$ cat src/rtl/truth_table_sequencer.sv
// Drives all eight {a,b,c} vectors into a 3-input circuit, samples x after a settle
// delay, and publishes the collected truth table with pass/mismatch statistics.
module truth_table_sequencer #(
    parameter int         SETTLE   = 2,
    parameter logic [7:0] EXPECTED = 8'h90
) (
    input  logic       clk,
    input  logic       rst_n,
    input  logic       start,
    input  logic       abort,
    output logic       a,
    output logic       b,
    output logic       c,
    input  logic       x,
    output logic       busy,
    output logic       done,
    output logic       pass,
    output logic [7:0] table_out,
    output logic [3:0] fail_count,
    output logic [2:0] first_fail,
    output logic [1:0] state_dbg
);

    typedef enum logic [1:0] {
        IDLE   = 2'd0,
        DRIVE  = 2'd1,
        REPORT = 2'd2
    } state_t;

    localparam logic [3:0] SETTLE_CNT = 4'(SETTLE);

    state_t     state;
    logic [2:0] idx;
    logic [3:0] cnt;
    logic [7:0] work;
    logic [7:0] diff;
    logic [3:0] diff_count;
    logic [2:0] diff_first;

    assign state_dbg = state;
    assign diff      = work ^ EXPECTED;

    // Scanning downward leaves the lowest mismatching index as the final assignment.
    always_comb begin
        diff_count = 4'd0;
        diff_first = 3'd0;
        for (int i = 7; i >= 0; i--) begin
            diff_count = diff_count + {3'b000, diff[i]};
            if (diff[i]) begin
                diff_first = 3'(i);
            end
        end
    end

    always_ff @(posedge clk) begin
        if (!rst_n) begin
            state      <= IDLE;
            idx        <= 3'd0;
            cnt        <= 4'd0;
            work       <= 8'h00;
            {a, b, c}  <= 3'b000;
            busy       <= 1'b0;
            done       <= 1'b0;
            pass       <= 1'b0;
            table_out  <= 8'h00;
            fail_count <= 4'd0;
            first_fail <= 3'd0;
        end else begin
            done <= 1'b0;
            case (state)
                IDLE: begin
                    if (start && !abort) begin
                        state     <= DRIVE;
                        idx       <= 3'd0;
                        cnt       <= 4'd0;
                        work      <= 8'h00;
                        {a, b, c} <= 3'b000;
                        busy      <= 1'b1;
                    end
                end
                DRIVE: begin
                    // Abort wins over a sample landing on the same edge.
                    if (abort) begin
                        state     <= IDLE;
                        {a, b, c} <= 3'b000;
                        busy      <= 1'b0;
                    end else if (cnt == SETTLE_CNT) begin
                        work[idx] <= x;
                        cnt       <= 4'd0;
                        if (idx == 3'd7) begin
                            state     <= REPORT;
                            {a, b, c} <= 3'b000;
                        end else begin
                            idx       <= idx + 3'd1;
                            {a, b, c} <= idx + 3'd1;
                        end
                    end else begin
                        cnt <= cnt + 4'd1;
                    end
                end
                REPORT: begin
                    table_out  <= work;
                    pass       <= (work == EXPECTED);
                    fail_count <= diff_count;
                    first_fail <= diff_first;
                    done       <= 1'b1;
                    busy       <= 1'b0;
                    state      <= IDLE;
                end
                default: begin
                    state     <= IDLE;
                    {a, b, c} <= 3'b000;
                    busy      <= 1'b0;
                end
            endcase
        end
    end

endmodule
$ cat config.mk
export PLATFORM = sky130hd
export DESIGN_NAME = truth_table_sequencer
export DESIGN_NICKNAME = d
export VERILOG_FILES = /design/src/rtl/truth_table_sequencer.sv
export SDC_FILE = /design/constraint.sdc
export NUM_CORES = 1
export LEC_CHECK = 0
export ABC_AREA = 1
export CORE_MARGIN = 8
export CORE_UTILIZATION = 53
export DETAILED_ROUTE_END_ITERATION = 6
export PLACE_DENSITY = 0.75
export SYNTH_ARGS = -nofsm -noshare
export SYNTH_HDL_FRONTEND = slang
export SYNTH_SLANG_ARGS = --single-unit
$ cat constraint.sdc
create_clock -name clk -period 4 [get_ports clk]
set_input_delay 0.8 -clock clk [delete_from_list [all_inputs] [get_ports clk]]
set_output_delay 0.8 -clock clk [all_outputs]
set_load 0.02 [all_outputs]
### After elaboration in Yosys (flattened, before gate mapping)

Cells that the tools add are included.

* memories: 0
* memory bits (writable): 0
* latch bits: 0
* input port bits: 5
* bits in registers: 38
* memory bits (read-only): 0
* word-level logic and storage cells: 95

* $add $sub $neg: 9
* multiply operators: 0
* eq/ne operators: 12
* bitwise operators: 2
* divide/modulo/power cells: 0
* reductions and logical operators: 11
* muxes and demuxes: 46
* shift-type cells: 0
* order comparisons: 2

Operators with widths (number)
* $mux W3: 12
* $mux W8: 3
* $add A4 B1 Y4: 4
* $pmux W8 S2: 1
* $mux W1: 14
* $mux W4: 3
* $ne A2 B2 Y1 const B: 5
* $pmux W1 S3: 3
* $reduce_and A3 Y1: 3
* $bwmux W8: 1
* $eq A8 B8 Y1 const B: 1
* $mux W2: 4
* $pmux W4 S2: 1
* $ne A3 B3 Y1 const B: 2
* $pmux W3 S2: 1
* $reduce_and A5 Y1: 1
* $add A3 B1 Y4: 1
* $add A4 B1 Y4 const B: 1
* $eq A4 B2 Y1 const B: 1
* $lt A3 B4 Y1 const B: 1
* $pmux W2 S2: 1
* $reduce_and A4 Y1: 1
* $add A2 B1 Y3: 1
* $add A3 B1 Y3 const B: 1
* other kinds (14): 15

### Depth between registers and ports, before layout

* depth after elaboration: 9
* depth in mapped cells: 10

### Worst setup path after synthesis

Ideal clock, no wire load.

* path type: reg-to-reg
* from: register work[0]
* to: register fail_count[2]
* path slack: 1226 ps
* cell stages (with the launch flop): 11
* required time: 3930 ps
* data arrival time: 2704 ps
* clock period less this slack: 2774 ps
* cell sequence: dfxtp_1 > fa_1 > fa_1 > inv_1 > fa_1 > inv_1 > ha_1 > inv_1 > fa_1 > xor2_1 > a21oi_1

* longest elaborated chain between the ends: 1

RTL lines
* start: declaration: line 35 `logic [7:0] work;`
* start signal: assignment: line 60 `work <= 8'h00;`
* start signal: assignment: line 76 `work <= 8'h00;`
* start signal: indexed assignment: line 88 `work[idx] <= x;`
* $add A4 B1 Y4: line 48 `diff_count = diff_count + {3'b000, diff[i]};`
* end signal: assignment: line 104 `fail_count <= diff_count;`
* end: declaration: line 19 `output logic [3:0] fail_count,`

No other way between the ends.
A chain may end at the register's enable or synchronous reset.

### Worst setup path in the final report

* from: register work[1]
* to: register fail_count[2]

* longest elaborated chain between the ends: 2

RTL lines (line)
* $add A4 B1 Y4 (2 in series): 48

No other way between the ends.

==> out/metrics.yaml <==
clock_network:
  clock_sinks: 38
  cts_setup_buffers: 0
  cts_buffer_depth: 2
  ctsResizeCount: 0
  cts_tree: "yes"
  root_buffer: "clkbuf_4"
  htreeDepth: 2
  cts.clk_slew.worst_paths_ns: 0.11
  cts-hold-fix-buffers: 0
  clk_latency_ns: 0.35
  cts-buffers-inserted: 5
worst_setup_path:
  critPathMostFrequentCell: "fa_1"
  cp-start-kind: "register"
  rr_worst_depth: 10
  reg2reg_from: "work[1]"
  cp_num_buf_inv: 3
  cp_slowest_stage_delay_ns: 0.49
  arrival_ns: 3.17
  path_class: "reg2reg"
  required_ns: 4.29
  critPathTopFamily: "adder cells"
  crit_cells: 10
  path_cells: "fa_1, fa_1, inv_1, fa_1, inv_1, ha_1, inv_1, fa_1, xor2_1, a21oi_1"
  crit_path_top_delay_cell: "fa_1"
  path_max_fanout: 4
  endpoint_kind: "register"
  critPathLaunch: "work[1]"
global_route:
  grt_pass1_wl_um: 6820
  track_usage: 0.155
  grt_max_degree: 23
  antenna_found_initial: 0
  grt_pass1_vias: 1644
  overflow: 0
timing:
  period_needed_ns: 2.88
  finalCritPeriodShare: 0.720
  maxSlewHeadroom: 0.523
  finalSetupTns_ns: 0
  finalHoldViolations: 0
  finalClockSkew_ns: 0.00950
  setup_viol: 0
  fmax_mhz: 347
  rsz0062_at_grt: "false"
  slew_viol_final: 0
  timing_worst_slew_pin_value_ns: 0.713
placement:
  hpwl_um: 2920
  finalWeightedCongestion: 0.789
  port_buffers: 27
route:
  drt-wirelength-per-cell_um: 11.9
  drt_wl_total_um: 3980
  dr.pass1.iters: 4
  via_count: 1683
  via_per_inst: 5.02
  ant_nets: 0
  drc: 0
  drt_iter0_drc: 85
floorplan:
  start_util: 0.558
  ios: 28
  die_w_um: 75.5
  die_h_um: 75.5
  die_area_mm2: 0.00570
  core_mm2: 0.00336
  row_count: 21
layout:
  mostFrequentLayoutCells: "nand2_1, dfxtp_1, nor2_1, inv_1, clkdlybuf4s50_1"
  antenna_cells: 0
  area_growth_pct: 18.8
  finalNetCount: 305
  n_fill_cell: 344
  layout_commonest_cell: "nand2_1"
  drive_above_1_share: 0.0415
  post-route-util: 0.663
logic_synthesis:
  syn-cell-area_mm2: 0.00188
  seq_area_frac_synth: 0.405
  synth_cells: 261
  synth_nets: 278
  synth_cell_types: 24
  ys_seq_elements: 38
  yosys_warnings: 0
  synthesis.area_per_instance_um2: 7.19
power:
  power.leakage_nw: 0.940
  p_per_area_mw_per_mm2: 331
  ir_drop_v: 0.000207
worst_hold_path:
  worstHoldPathCells: 2
  hold_start: "busy"
  hp-class: "reg2reg"
status:
  outcome: "complete, no violations"
flow_run:
  maxCapViolCount: 0
## flip-flops by register name (all words and copies together), names as in the netlist
name	cells
a	1
fail_count	4
busy	1
cnt	4
idx	3
pass	1
done	1
first_fail	3
c	1
table_out	8
state_dbg	2
b	1
work	8
## report_power, final
group / internal, W / leakage [nW] / switching [W]
registers: 0.000392 / 0.308 / 0.0000131
clock network: 0.0000852 / 0.0353 / 0.000125
logic: 0.0000454 / 0.596 / 0.0000772
total: 0.000522 / 0.940 / 0.000215
## Yosys cell counts
cell      count  area (um^2)
o21ai_0      20          100
buf_4         2         15.0
ha_1          8          100
nor2_2        2         12.5
a31oi_1       1         6.26
nor2_4        1         11.3
a211oi_1      1         7.51
nor2_1       33          124
clkbuf_1      2         7.51
buf_1         2         7.51
xor2_1        1         8.76
nor3_1        3         15.0
nand3b_1      6         45.0
o21ai_1       1         5.00
inv_1        31          116
a21oi_1      25          125
fa_1          4         80.1
buf_2         1         5.00
inv_2         2         7.51
dfxtp_1      38          761
nor3b_1       1         7.51
nand2_1      58          218
nand4_1       1         6.26
nand3_1      17         85.1
## worst reg2reg max path: stages (launching register included)
cell and delay [ns]:
dfxtp_1 0.43, fa_1 0.46, fa_1 0.49, inv_1 0.05
fa_1 0.44, inv_1 0.06, ha_1 0.15, inv_1 0.06
fa_1 0.39, xor2_1 0.17, a21oi_1 0.14
## layout make-up
cell class                 count  area, um^2  share of cell area
clock buffer                   7        55.1              0.0247
clock inverter                 1        5.00             0.00224
inverter                      33         124              0.0556
multi-input combinational    183         957               0.429
sequential                    38         761               0.341
tap                           46        57.6              0.0258
timing repair buffer          27         270               0.121
## worst paths after layout
| check | to | slack [ns] |
|---|---|---|
| worst max-delay path | fail_count[2] | 1.12 |
| worst min-delay path | busy | 0.48 |
| worst max register to register | fail_count[2] | 1.12 |
| worst min register to register | busy | 0.48 |
## cell families after synthesis
group	count (synthesis)	share of synthesized area
compound gates	48	0.130
xor+xnor	1	0.00467
fa+ha+maj	12	0.0960
buf+inv	40	0.0847
flops	38	0.405
simple gates	122	0.279
## metrics by stage
| step | area (um^2) | hold slack (ns) | instances | setup slack [ns] | total power, W |
|---|---|---|---|---|---|
| finish | 2230 | 0.475 | 335 | 1.12 | 0.000738 |
| global route | 2230 | 0.516 | 335 | 0.968 | 0.000778 |
| CTS | 2230 | 0.472 | 335 | 1.12 | 0.000743 |
| detailed placement | 2170 | 0.455 | 327 | 1.13 | 0.000536 |
| global placement | 2170 | 0.457 | 327 | 1.16 | 0.000535 |
| floorplan | 1880 | 0.452 | 261 | 1.23 | 0.000502 |
## layer usage
| layer | part of all wire | routed length (um) | track usage | vias up |
|---|---|---|---|---|
| met5 | 0 | 0 | 0 | - |
| met1 | 0.46 | 1830 | 0.170 | 753 |
| met4 | 0.012 | 46 | 0.0640 | 0 |
| met3 | 0.048 | 191 | 0.0368 | 5 |
| li1 | - | - | - | 893 |
| met2 | 0.48 | 1920 | 0.279 | 32 |
Power figures use the tool's default switching activity.
